## config.mk

```make
export PLATFORM = sky130hd
export DESIGN_NAME = vga_rx
export DESIGN_NICKNAME = d
export VERILOG_FILES = /design/src/rtl/vga_rx.sv
export SDC_FILE = /design/constraint.sdc
export NUM_CORES = 1
export LEC_CHECK = 0
export CAP_MARGIN = 0
export CORE_AREA = 2 2 93 95
export CTS_CLUSTER_DIAMETER = 120
export DETAILED_ROUTE_END_ITERATION = 16
export DIE_AREA = 0 0 95 97
export PLACE_DENSITY = 0.72
export SETUP_SLACK_MARGIN = 0.1
export SKIP_CTS_REPAIR_TIMING = 1
export SLEW_MARGIN = 10
export SYNTH_ARGS = -nofsm -noshare
export SYNTH_HDL_FRONTEND = slang
export SYNTH_SLANG_ARGS = --single-unit
```

## constraint.sdc

```tcl
create_clock -name vga_clk -period 3.56 [get_ports vga_clk]
set_input_delay 0.356 -clock vga_clk [delete_from_list [all_inputs] [get_ports vga_clk]]
set_output_delay 0.356 -clock vga_clk [all_outputs]
set_load 0.03 [all_outputs]
```

## src/rtl/vga_rx.sv

```systemverilog
`default_nettype none
// +--------------------------------------------------------------------------+
// | vga_rx : VGA timing decoder with geometry lock and pixel write strobe    |
// | Revision 1.0                                                             |
// +--------------------------------------------------------------------------+
module vga_rx #(
  parameter int H_TOTAL     = 800,
  parameter int H_SYNC      = 96,
  parameter int H_START     = 144,
  parameter int H_ACTIVE    = 640,
  parameter int V_TOTAL     = 525,
  parameter int V_START     = 35,
  parameter int V_ACTIVE    = 480,
  parameter int LOCK_FRAMES = 2
) (
  input  logic        vga_clk,
  input  logic        rst_n,
  input  logic        hs,
  input  logic        vs,
  input  logic [3:0]  r,
  input  logic [3:0]  g,
  input  logic [3:0]  b,
  output logic        we,
  output logic [8:0]  wr_row,
  output logic [9:0]  wr_col,
  output logic [11:0] wr_data,
  output logic        locked,
  output logic        frame_done,
  output logic        err
);

  localparam logic [9:0] c_H_TOTAL  = 10'(H_TOTAL);
  localparam logic [9:0] c_H_LAST   = 10'(H_TOTAL - 1);
  localparam logic [9:0] c_H_SYNC   = 10'(H_SYNC);
  localparam logic [9:0] c_H_VIS0   = 10'(H_START);
  localparam logic [9:0] c_H_VIS1   = 10'(H_START + H_ACTIVE);
  localparam logic [9:0] c_V_TOTAL  = 10'(V_TOTAL);
  localparam logic [9:0] c_V_LAST   = 10'(V_TOTAL - 1);
  localparam logic [9:0] c_V_VIS0   = 10'(V_START);
  localparam logic [9:0] c_V_VIS1   = 10'(V_START + V_ACTIVE);
  localparam logic [8:0] c_ROW_LAST = 9'(V_ACTIVE - 1);
  localparam logic [9:0] c_COL_LAST = 10'(H_ACTIVE - 1);
  localparam logic [9:0] c_CNT_MAX  = 10'h3FF;
  localparam int         c_GW       = $clog2(LOCK_FRAMES + 1);
  localparam logic [c_GW-1:0] c_LOCK = c_GW'(LOCK_FRAMES);

  typedef enum logic [1:0] {
    S_HUNT    = 2'd0,
    S_MEASURE = 2'd1,
    S_LOCKED  = 2'd2
  } state_t;

  logic            r_hs, r_vs, r_hs_d, r_vs_d;
  logic [11:0]     r_rgb;
  logic [9:0]      r_hcnt, r_vcnt;
  logic            r_vpend, r_hvalid, r_vvalid;
  state_t          r_state, w_state_nxt;
  logic [c_GW-1:0] r_good, w_good_nxt, w_good_inc;

  logic            w_ls, w_hr, w_vf, w_vpend, w_fs;
  logic [9:0]      w_hcnt, w_vcnt, w_col;
  logic [8:0]      w_row;
  logic            w_viol, w_vis, w_wr;

  logic            r_we, r_fd, r_err, r_locked;
  logic [8:0]      r_wr_row;
  logic [9:0]      r_wr_col;
  logic [11:0]     r_wr_data;

  // S1 input stage plus the previous hs/vs sample for edge detection
  always_ff @(posedge vga_clk or negedge rst_n) begin
    if (!rst_n) begin
      r_hs   <= 1'b1;
      r_vs   <= 1'b1;
      r_hs_d <= 1'b1;
      r_vs_d <= 1'b1;
      r_rgb  <= '0;
    end else begin
      r_hs   <= hs;
      r_vs   <= vs;
      r_hs_d <= r_hs;
      r_vs_d <= r_vs;
      r_rgb  <= {b, g, r};
    end
  end

  assign w_ls    = r_hs_d & ~r_hs;
  assign w_hr    = ~r_hs_d & r_hs;
  assign w_vf    = r_vs_d & ~r_vs;
  assign w_vpend = r_vpend | w_vf;
  assign w_fs    = w_ls & w_vpend;

  always_comb begin
    w_hcnt = r_hcnt;
    if (w_ls)
      w_hcnt = '0;
    else if (r_hcnt != c_CNT_MAX)
      w_hcnt = r_hcnt + 10'd1;
  end

  always_comb begin
    w_vcnt = r_vcnt;
    if (w_fs)
      w_vcnt = '0;
    else if (w_ls && (r_vcnt != c_CNT_MAX))
      w_vcnt = r_vcnt + 10'd1;
  end

  assign w_viol = (w_hr && (w_hcnt != c_H_SYNC))
               || (w_ls && r_hvalid && (r_hcnt != c_H_LAST))
               || (w_hcnt == c_H_TOTAL)
               || (w_fs && r_vvalid && (r_vcnt != c_V_LAST))
               || (w_ls && !w_vpend && (w_vcnt == c_V_TOTAL));

  assign w_vis = (w_hcnt >= c_H_VIS0) && (w_hcnt < c_H_VIS1)
              && (w_vcnt >= c_V_VIS0) && (w_vcnt < c_V_VIS1);
  assign w_col = w_hcnt - c_H_VIS0;
  assign w_row = 9'(w_vcnt - c_V_VIS0);
  assign w_wr  = (r_state == S_LOCKED) && w_vis && !w_viol;

  always_ff @(posedge vga_clk or negedge rst_n) begin
    if (!rst_n) begin
      r_hcnt   <= '0;
      r_vcnt   <= '0;
      r_vpend  <= 1'b0;
      r_hvalid <= 1'b0;
      r_vvalid <= 1'b0;
    end else begin
      r_hcnt  <= w_hcnt;
      r_vcnt  <= w_vcnt;
      r_vpend <= w_vpend & ~w_fs;
      if (w_viol)
        r_hvalid <= 1'b0;
      else if (w_ls)
        r_hvalid <= 1'b1;
      if (w_fs)
        r_vvalid <= 1'b1;
    end
  end

  assign w_good_inc = r_good + 1'b1;

  // HUNT leaves on a frame-start line so a mid-line vs edge never counts a partial frame
  always_comb begin
    w_state_nxt = r_state;
    w_good_nxt  = r_good;
    case (r_state)
      S_HUNT: begin
        if (w_fs) begin
          w_state_nxt = S_MEASURE;
          w_good_nxt  = '0;
        end
      end
      S_MEASURE: begin
        if (w_fs) begin
          if (w_good_inc == c_LOCK)
            w_state_nxt = S_LOCKED;
          else
            w_good_nxt = w_good_inc;
        end
      end
      S_LOCKED: begin
        w_state_nxt = S_LOCKED;
      end
      default: begin
        w_state_nxt = S_HUNT;
      end
    endcase
    if (w_viol) begin
      w_state_nxt = S_HUNT;
      w_good_nxt  = '0;
    end
  end

  always_ff @(posedge vga_clk or negedge rst_n) begin
    if (!rst_n) begin
      r_state <= S_HUNT;
      r_good  <= '0;
    end else begin
      r_state <= w_state_nxt;
      r_good  <= w_good_nxt;
    end
  end

  always_ff @(posedge vga_clk or negedge rst_n) begin
    if (!rst_n) begin
      r_we      <= 1'b0;
      r_fd      <= 1'b0;
      r_err     <= 1'b0;
      r_locked  <= 1'b0;
      r_wr_row  <= '0;
      r_wr_col  <= '0;
      r_wr_data <= '0;
    end else begin
      r_we     <= w_wr;
      r_fd     <= w_wr && (w_row == c_ROW_LAST) && (w_col == c_COL_LAST);
      r_err    <= w_viol;
      r_locked <= (w_state_nxt == S_LOCKED);
      if (w_wr) begin
        r_wr_row  <= w_row;
        r_wr_col  <= w_col;
        r_wr_data <= r_rgb;
      end
    end
  end

  assign we         = r_we;
  assign wr_row     = r_wr_row;
  assign wr_col     = r_wr_col;
  assign wr_data    = r_wr_data;
  assign locked     = r_locked;
  assign frame_done = r_fd;
  assign err        = r_err;

endmodule
`default_nettype wire

```

==> results of run 1 <==
cell usage in the layout (no fill, tap or decap), drive strengths merged, types with 3 or more instances in the layout:
cell type	netlist	final
xor2	4	4
and4	6	6
clkdlybuf4s50	0	49
o2111ai	4	4
and3	8	8
nor2	22	22
o21ai	13	13
nand3	19	19
nand2b	4	4
xnor2	7	7
buf	10	20
inv	15	18
nor2b	4	4
nor3	6	6
a21oi	15	15
o211ai	4	4
a311oi	3	3
a41oi	3	3
ha	10	10
nand2	18	18
clkbuf	4	9
nand4	10	10
a31oi	7	7
mux2i	6	6
and2	3	3
mux2	29	29
nor4	7	7
dfrtp	74	74
dfstp	4	4
a211oi	3	3
where the power goes:
| group | switching (mW) | total (mW) | internal [mW] | leakage (nW) |
|---|---|---|---|---|
| Sequential | 0.0394 | 0.964 | 0.925 | 1.03 |
| Clock | 0.352 | 0.686 | 0.334 | 0.102 |
| Combinational | 0.161 | 0.263 | 0.103 | 1.19 |
cell type report:
cell class,count,area (um2),share of cell area
clock inverter,7,80.1,0.0163
clock buffer,9,124,0.0252
sequential,78,1960,0.399
inverter,15,56.3,0.0115
multi-input combinational,243,1910,0.389
timing repair buffer,69,653,0.133
tap,105,131,0.0268
metal layers:
layer	track usage	up-vias
met5	0	-
li1	-	1416
met1	0.288	1457
met2	0.313	95
met4	0.0602	0
met3	0.0631	12
flip-flops by register name (all words and copies together), names as in the netlist, 2 cells and up:
| signal | cells |
|---|---|
| r_good | 2 |
| r_hcnt | 10 |
| r_rgb | 12 |
| r_state | 2 |
| r_vcnt | 10 |
| wr_col | 10 |
| wr_data | 12 |
| wr_row | 9 |
critical path, delay by kind of cell, from the launching register on:
| kind | cells | cell delay (ps) |
|---|---|---|
| AO/OA/AOI/OAI | 3 | 600 |
| adder cells (fa/ha/maj) | 2 | 470 |
| buffers and inverters | 3 | 490 |
| flip-flops | 1 | 420 |
| multiplexers | 1 | 350 |
| AND/OR/NAND/NOR | 5 | 720 |
worst max-delay path by stage:
stage / from / to / cells after the start
after global placement: r_hcnt[0] / wr_data[11] / 12
after detailed placement: r_vcnt[1] / wr_data[11] / 13
after CTS: r_vcnt[1] / wr_data[11] / 14
final: r_vcnt[1] / wr_data[11] / 14
after floorplan: r_vcnt[0] / wr_col[0] / 14
after global routing: r_vcnt[1] / wr_col[9] / 14
synth_stat cells, types with 3 or more instances:
cell | instances | share of area
xnor2_1 | 7 | 0.015
o2111ai_1 | 4 | 0.0087
nand3_1 | 19 | 0.024
mux2_4 | 26 | 0.097
buf_6 | 5 | 0.014
inv_1 | 13 | 0.012
ha_1 | 10 | 0.031
and3_2 | 4 | 0.0075
buf_2 | 5 | 0.0062
dfstp_2 | 4 | 0.026
mux2_2 | 3 | 0.0084
and4_1 | 4 | 0.0087
mux2i_1 | 6 | 0.015
nor4_1 | 6 | 0.0093
nand4_1 | 10 | 0.016
nor3_1 | 6 | 0.0075
dfrtp_1 | 74 | 0.46
a21oi_1 | 14 | 0.017
nand2b_1 | 4 | 0.0062
and3_1 | 4 | 0.0062
a31oi_1 | 7 | 0.011
nand2_1 | 18 | 0.017
xor2_1 | 4 | 0.0087
nor2b_1 | 4 | 0.0062
nor2_1 | 22 | 0.021
a41oi_1 | 3 | 0.0065
o21ai_0 | 12 | 0.015
cells by family (layout without fill, tap and decap cells):
kind of cell,Yosys count,in the layout,share of synthesized area
fa+ha+maj,10,10,0.0311
simple gates,120,120,0.173
flops,78,78,0.486
xor+xnor,11,11,0.0239
mux,35,35,0.120
buf+inv,29,100,0.0429
compound gates,67,67,0.123
==> reports/metrics.csv, run 1 <==
stage,metric,value,unit
final_layout,fillers,642,
clocking,clkTransAtPathRegs,90,ps
detailed_routing,wl_per_cell,16.7,um
critical_path,cp_cell_sequence,"ha_1, buf_4, nand3_1, nor3_2, nor4_1, a21oi_1, inv_1, ha_1, nand4b_1, nand2_1, a21oi_1, o211ai_4, buf_12, mux2_2",
logic_synthesis,synth_area,4020,um2
timing,rsz0062_at_grt,false,
power_and_ir_drop,cellLeakagePower,2.32,nW
run_status,status,"complete, no violations",
placed_design,placed_cells,507,
timing,finalCritPeriodShare,0.892,
critical_path,max_stage_delay,420,ps
timing,final_hold_viol_count,0,
final_layout,num_antenna_cells,0,
timing,slew_headroom,0.357,
floorplanning,dieArea,9220,um2
critical_path,worstSetupStartpointType,flip-flop,
clocking,numCtsBuffers,9,
critical_path,reg2reg_depth,14,
floorplanning,row_count,33,
detailed_routing,vias_per_cell,5.67,
timing,finalWorstSetupSlack,383,ps
grt,grt_antenna_before_repair,0,
floorplanning,start_util,0.495,
critical_path,slowest_stage,dfrtp_2,
clocking,cts_tree,yes,
grt,grt_max_degree,79,
logic_synthesis,synth.avg_cell_area,11.5,um2
placed_design,placed_area,4680,um2
placed_design,dp_slack,184,ps
logic_synthesis,synthesis.instances,350,
clocking,clk_latency,360,ps
clocking,clockBufferDepth,2,
logic_synthesis,synthArstFlopShare,1.00,
flow_run,cap_viol_max_count,0,
critical_path,rrSetupSlack,380,ps
logic_synthesis,ys.flop_type,dfrtp_1,
final_layout,final_cells,526,
grt,grt_pass1_vias,2979,
detailed_routing,wirelength,8.77,mm
critical_path,end_kind,flip-flop,
logic_synthesis,synth_edf_count,0,
critical_path,worst_r2r_startpoint,r_vcnt[1],
clocking,cts.htree.levels,3,
timing,min_period,3180,ps
detailed_routing,top_layer,met4,
critical_path,crit_fanout,18,
power_and_ir_drop,ir_drop,0.212,mV
final_layout,syn_to_final_growth,22.0,%
clocking,cts_sinks,78,
logic_synthesis,synth_seq_cells,78,
final_layout,final_core_util,0.604,
floorplanning,die-height,97,um
timing,whs,144,ps
detailed_routing,vias,2980,
critical_path,timing.rr.end,wr_data[11],
detailed_routing,drcViolationCount,0,
detailed_routing,first_iter_violations,153,
placed_design,routabilityCongestion,0.931,
critical_path,required,3810,ps
floorplanning,ios,51,
grt,track_usage,0.207,
logic_synthesis,yosysUniqueCellTypes,64,
floorplanning,die_x,95,um
grt,grt.overflow.total,0,
timing,worstMarginPinSlew,965,ps
placed_design,portBuffers,50,
detailed_routing,dr.pass1.iters,7,
placed_design,hpwl,6.11,mm
power_and_ir_drop,p_per_area,390,nW/um2
critical_path,worst_ep_arrival_time,3420,ps
detailed_routing,ant_nets,0,
worst_hold_path,min_path_type,in -> async,
final_layout,drive_above_1_share,0.219,
grt,grt_pass1_wl,14.9,mm
detailed_routing,wl_met1,4.05,mm
timing,maxSlewViolCount,0,
critical_path,path_class,reg -> reg,
detailed_routing,routed-wl-met3,407,um
logic_synthesis,ys.warnings.count,0,
timing,setup_violations,0,
floorplanning,coreArea,8130,um2
timing,tns,0,ps
timing,skew,10.3,ps
power_and_ir_drop,finalPower,1.91,mW
timing,fmax,0.315,GHz
logic_synthesis,synth.net_count,376,
logic_synthesis,seq_area_frac_synth,0.486,
final_layout,postLayoutCellArea,4910,um2
final_layout,finalNetCount,442,
detailed_routing,wl_met2,4.18,mm
clocking,cts_root_buffer,clkbuf_8,
Note: power is estimated with default switching activity, not from simulation.
==> run 2: changes to the inputs <==
--- a/config.mk
+++ b/config.mk
@@ -13,6 +13,7 @@
 export PLACE_DENSITY = 0.72
 export SETUP_SLACK_MARGIN = 0.1
 export SKIP_CTS_REPAIR_TIMING = 1
+export SKIP_LAST_GASP = 1
 export SLEW_MARGIN = 10
 export SYNTH_ARGS = -nofsm -noshare
 export SYNTH_HDL_FRONTEND = slang
==> results of run 2 <==
Same layout as run 1: the final DEF is identical, and so are final timing and power.
==> RTL change 1 (flow settings as in run 1) <==
`LOCK_FRAMES`: 2 -> 1.
--- a/src/rtl/vga_rx.sv
+++ b/src/rtl/vga_rx.sv
@@ -13,3 +13,3 @@
   parameter int V_ACTIVE    = 480,
-  parameter int LOCK_FRAMES = 2
+  parameter int LOCK_FRAMES = 1
 ) (
Formal check against the unedited RTL: no difference found for any inputs over 10 cycles, from zero or initial values and one cycle with rst_n low; that may be too few to reach the edited logic, so the function may still have changed.
==> RTL change 1 against run 1 <==
Setup slack lost 0.16 ns; sequential cell count shrank 2; die area is the same; design area shrank 0.38%; combinational power shrank 3%; routed wire length grew 0.65%; global-route usage grew 0.088 points; total power shrank 0.79%; area after synthesis grew 0.28%; highest routed layer unchanged.
==> RTL change 1: results (changes against run 1) <==
Share of synthesized registers carrying an async set or reset: 100% (unchanged)
Remaining global-route overflow: 0 (unchanged)
Via count of the first global-routing pass: 2990 (+0.37%)
Count of port buffers added during placement: 50 (unchanged)
Most area-consuming cells after synthesis: sky130_fd_sc_hd__dfrtp_1, sky130_fd_sc_hd__mux2_4, sky130_fd_sc_hd__ha_1, sky130_fd_sc_hd__dfstp_2, sky130_fd_sc_hd__xnor2_1
Highest ir drop seen on vdd: 0.000220 V (+3.9%)
Number of diodes added for antenna fixing: 0 (unchanged)
Final ANT Viol Nets: 0 (unchanged)
Source-to-sink clock delay at the later pin of the worst-skew pair: 0.35 ns
Total global routing track utilization: 20.8% (+0.088 points)
Number of detailed-route iterations in the first pass: 4 (-3)
Final Cell Area: 4890 um2 (-0.38%)
Pleak: 2.25 nW (-3.2%)
Post-synthesis cell type count: 68 (+6.3%)
Routability congestion estimate: 0.904 (-2.9%)
Sequential area share after synthesis: 47.3% (-1.4 points)
Data arrival at the endpoint of the critical path: 3.57 ns (+0.15 ns)
Iter 0 DRT Violations: 229 (+50%)
Antenna violations before repair: 0 (unchanged)
Number of vias in the routed layout: 2921 (-2.0%)
Maximum level of the CTS H-tree: 3 (unchanged)
Share of layout cells above drive strength 1: 22.2% (+0.32 points)
Measured slew at the worst slew-check pin: 0.915 ns (-0.0501 ns)
CP max FO: 16 (-2)
Longest individual stage delay on the worst path: 0.45 ns (+0.03 ns)
Dpl cell area: 4660 um2 (-0.35%)
Routed length per placed instance: 17.0 um (+1.8%)
Clock Skews: 0.0148 ns (+0.00446 ns)
Hpwl dp: 6220 um (+1.9%)
Clock slew at reported path FFs: 0.09 ns (about the same)
Most frequent cells after synthesis: sky130_fd_sc_hd__dfrtp_1, sky130_fd_sc_hd__mux2_4, sky130_fd_sc_hd__nor2_1, sky130_fd_sc_hd__inv_1, sky130_fd_sc_hd__nand3_1
Result of the run: finished, final reports clean
Critical-path cell with the highest stage delay: sky130_fd_sc_hd__dfrtp_1
Number of buffers created by CTS: 9 (unchanged)
First-pass GRT wire length: 15000 um (+0.65%)
Net count after synthesis: 376 (unchanged)
Library cell used as clock root buffer: sky130_fd_sc_hd__clkbuf_8
Largest buffer count on any clock path: 2 (unchanged)
Total number of yosys warnings: 0 (unchanged)
Filler cell count: 643 (+0.16%)
Pin count of the biggest net entering global routing: 77 (-2.5%)
Net count of the finished layout: 437 (-1.1%)
Type of the worst min-delay path: in2async
-- RTL change 1: layer usage --
| layer | vias to the layer above | share of wire (%) | global-route usage, % | wire length [um] |
|---|---|---|---|---|
| met5 | - | 0 | 0 | 0 |
| met1 | 1409 | 48 | 32.3 | 4270 |
| met4 | 0 | 1.9 | 7.58 | 164 |
| li1 | 1407 | - | - | - |
| met3 | 15 | 5.4 | 3.35 | 473 |
| met2 | 90 | 44 | 29.2 | 3920 |
-- RTL change 1: area by class of cell --
type	count	share of cell area [%]
Multi-Input combinational cell	242	39.9
Sequential cell	76	39.0
Timing Repair Buffer	63	12.7
Clock buffer	11	3.09
Tap cell	105	2.69
Inverter	19	1.46
Clock inverter	4	1.15
-- RTL change 1: path summary, 6_finish.rpt --
path	start	end	slack, ns	cells past startpoint
min reg2reg	r_vs$_DFF_PN1_	r_vs_d$_DFF_PN1_	0.38	0
min in group vga_clk	r_vs$_DFF_PN1_	r_vs_d$_DFF_PN1_	0.38	0
max in group asynchronous	rst_n	r_vcnt[0]$_DFF_PN0_	2.78	1
max reg2reg	r_hcnt[1]$_DFF_PN0_	wr_row[6]$_DFFE_PN0P_	0.22	13
min	rst_n	wr_data[2]$_DFFE_PN0P_	0.14	1
max	r_hcnt[1]$_DFF_PN0_	wr_row[6]$_DFFE_PN0P_	0.22	13
-- RTL change 1: logic make-up after synthesis --
family,synth area share [%]
xor+xnor,2.17
flops,47.3
simple gates,17.1
fa+ha+maj,3.10
buf+inv,4.90
mux,12.6
compound gates,12.9
-- RTL change 1: report_power, final --
| part | switching [W] | internal (W) |
|---|---|---|
| logic | 0.000151 | 0.000105 |
| registers | 0.0000469 | 0.000904 |
| clock network | 0.000327 | 0.000365 |
| total | 0.000525 | 0.00137 |
-- RTL change 1: worst max-delay path: cells and delay by family, from the launching register on --
family          cells  cell delay [ns]
compound gates      7             1.46
fa+ha+maj           2             0.45
buf+inv             2             0.28
flops               1             0.45
mux                 1             0.31
simple gates        1             0.26
-- RTL change 1: stage by stage --
| stage | std cells | worst slack (ns) | total power, W |
|---|---|---|---|
| floorplan | 350 | 0.322 | 0.00111 |
| global placement | 505 | 0.289 | 0.00121 |
| detailed placement | 505 | 0.222 | 0.00122 |
| CTS | 520 | 0.196 | 0.00191 |
| global route | 520 | 0.110 | 0.00199 |
| finish | 520 | 0.224 | 0.00190 |
==> RTL change 2 (settings of run 1) <==
Without the edit above. Put one more register stage on the output `wr_col`, with the module's reset. The value now appears one clock later. The other outputs are not delayed to match.
--- a/src/rtl/vga_rx.sv
+++ b/src/rtl/vga_rx.sv
@@ -208,3 +208,9 @@
   assign wr_row     = r_wr_row;
-  assign wr_col     = r_wr_col;
+  always_ff @(posedge vga_clk or negedge rst_n) begin
+    if (!rst_n) begin
+      wr_col <= '0;
+    end else begin
+      wr_col <= r_wr_col;
+    end
+  end
   assign wr_data    = r_wr_data;
Formal check against the unedited RTL: same outputs for any inputs over 10 cycles, from zero or initial values and one cycle with rst_n low; that may be too few to reach the edited logic, so the function may still have changed.
==> RTL change 2 against run 1 <==
Count of clock-buffer cells in the layout is 1 higher; routed wire length is 3.2% lower; clock skew barely moved; sequential cell count up 10; non-clock buffer count shrank 9; area after synthesis grew 6.2%; largest cell class unchanged; sequential share of layout area up 3.4 points; highest routed layer unchanged; setup slack worse by 0.077 ns; via count up 0.74%; total power is 8.6% higher; design area is 4.0% higher.
==> RTL change 2: results (changes against run 1) <==
Complex-gate fraction of the synthesized area: 11.6% (-0.72 points)
Total Neg Setup Slack: 0 ns (unchanged)
Total number of yosys warnings: 0 (unchanged)
Dpl cell area: 4880 um2 (+4.4%)
Critical-path cell with the highest stage delay: sky130_fd_sc_hd__dfrtp_1
Post-synthesis xor/xnor area fraction: 2.25% (-0.14 points)
Via count of the first global-routing pass: 3033 (+1.8%)
Average instance area after synthesis: 11.9 um2 (+3.3%)
Source-to-sink clock delay at the later pin of the worst-skew pair: 0.36 ns (about the same)
Sequential area share after synthesis: 51.6% (+3.0 points)
Data arrival at the endpoint of the critical path: 3.50 ns (+0.08 ns)
Clock Skews: 0.0106 ns (+0.000339 ns)
Switch share: 28.2% (-0.71 points)
Pleak: 2.42 nW (+4.5%)
Non-filler instance count after layout: 527 (+0.19%)
Multiplexer area fraction after synthesis: 11.3% (-0.70 points)
Initial core utilization: 52.5% (+3.1 points)
Routability congestion estimate: 0.973 (+4.6%)
Rel. slew slack: 33.3% (-2.3 points)
Most area-consuming cells after synthesis: sky130_fd_sc_hd__dfrtp_1, sky130_fd_sc_hd__mux2_4, sky130_fd_sc_hd__ha_1, sky130_fd_sc_hd__dfstp_2, sky130_fd_sc_hd__nand3_1
Iter 0 DRT Violations: 219 (+43%)
Vias per cell: 5.70 (+0.55%)
Share of layout cells above drive strength 1: 19.9% (-1.9 points)
Clock slew at reported path FFs: 0.09 ns (about the same)
Total global routing track utilization: 20.1% (-0.68 points)
CP max FO: 27 (+9)
Filler cell count: 638 (-0.62%)
Result of the run: finished, final reports clean
Routed length per placed instance: 16.1 um (-3.4%)
First-pass GRT wire length: 14500 um (-2.7%)
Cells after DPL: 511 (+0.79%)
Hpwl dp: 5880 um (-3.7%)
Highest ir drop seen on vdd: 0.000261 V (+23%)
Fraction of the mapped netlist area in adder cells: 2.93% (-0.18 points)
Most frequent cells after synthesis: sky130_fd_sc_hd__dfrtp_1, sky130_fd_sc_hd__mux2_4, sky130_fd_sc_hd__nor2_1, sky130_fd_sc_hd__nand3_1, sky130_fd_sc_hd__nand2_1
Pin count of the biggest net entering global routing: 72 (-8.9%)
Number of detailed-route iterations in the first pass: 4 (-3)
Net count of the finished layout: 443 (+0.23%)
Longest individual stage delay on the worst path: 0.46 ns (+0.04 ns)
Net count after synthesis: 386 (+2.7%)
-- RTL change 2: cell count changes after synthesis, sizes merged --
cell	delta
dfrtp	+10
-- RTL change 2: routing by layer --
layer	share of wire (%)	GRT usage, %	vias up
met5	0	0	-
met4	1.6	7.92	0
met3	8.0	5.22	12
met2	44	28.3	124
met1	46	29.4	1431
li1	-	-	1435
-- RTL change 2: worst max-delay path, delay by kind of cell, from the launching register on --
kind / cells / cell delay, ns
multiplexers: 1 / 0.36
adder cells (fa/ha/maj): 2 / 0.54
flip-flops: 1 / 0.46
AO/OA/AOI/OAI: 4 / 0.82
buffers and inverters: 2 / 0.37
AND/OR/NAND/NOR: 4 / 0.59
-- RTL change 2: final cells by class --
type / instances / area (um2) / share of cell area (%)
clock buffers: 10 / 138 / 2.69
clock inverters: 6 / 75.1 / 1.47
inverters: 15 / 56.3 / 1.10
multi-input cells: 243 / 1910 / 37.5
flip-flops and latches: 88 / 2210 / 43.2
well taps: 105 / 131 / 2.57
repair buffers: 60 / 586 / 11.5
-- RTL change 2: kinds of logic (layout without fill, tap and decap cells) --
family / Yosys count / in the layout
buffers and inverters: 29 / 91
muxes: 35 / 35
xor gates and xnor gates: 11 / 11
and+or+nand+nor: 120 / 120
adders and majority gates: 10 / 10
DFF: 88 / 88
AOI/OAI and AO/OA: 67 / 67
-- RTL change 2: stage by stage --
stage	util (%)	setup WS, ns	total power [W]
floorplan	-	0.476	0.00127
finish	62.8	0.306	0.00208
CTS	62.7	0.193	0.00209
global route	62.8	0.130	0.00218
detailed placement	60.0	0.221	0.00136
global placement	60.0	0.231	0.00135
-- RTL change 2: power groups by stage --
stage | Sequential, W | Combinational [W] | Clock (W)
2_1_floorplan | 0.00109 | 0.000179 | 0
4_1_cts | 0.00108 | 0.000260 | 0.000750
3_5_place_dp | 0.00110 | 0.000258 | 0
3_3_place_gp | 0.00110 | 0.000255 | 0
6_report | 0.00109 | 0.000261 | 0.000733
5_1_grt | 0.00109 | 0.000291 | 0.000798
-- RTL change 2: worst paths after layout --
| kind | start | slack [ns] | cells after the start | to |
|---|---|---|---|---|
| setup / recovery | r_vcnt[1]$_DFF_PN0_ | 0.31 | 13 | wr_data[1]$_DFFE_PN0P_ |
| setup reg to reg | r_vcnt[1]$_DFF_PN0_ | 0.31 | 13 | wr_data[1]$_DFFE_PN0P_ |
| hold / removal | rst_n | 0.11 | 1 | wr_col[3]$_DFF_PN0_ |
| max in group asynchronous | rst_n | 2.61 | 2 | r_hs_d$_DFF_PN1_ |
| hold reg to reg | r_vs$_DFF_PN1_ | 0.38 | 0 | r_vs_d$_DFF_PN1_ |
| min in group vga_clk | r_vs$_DFF_PN1_ | 0.38 | 0 | r_vs_d$_DFF_PN1_ |
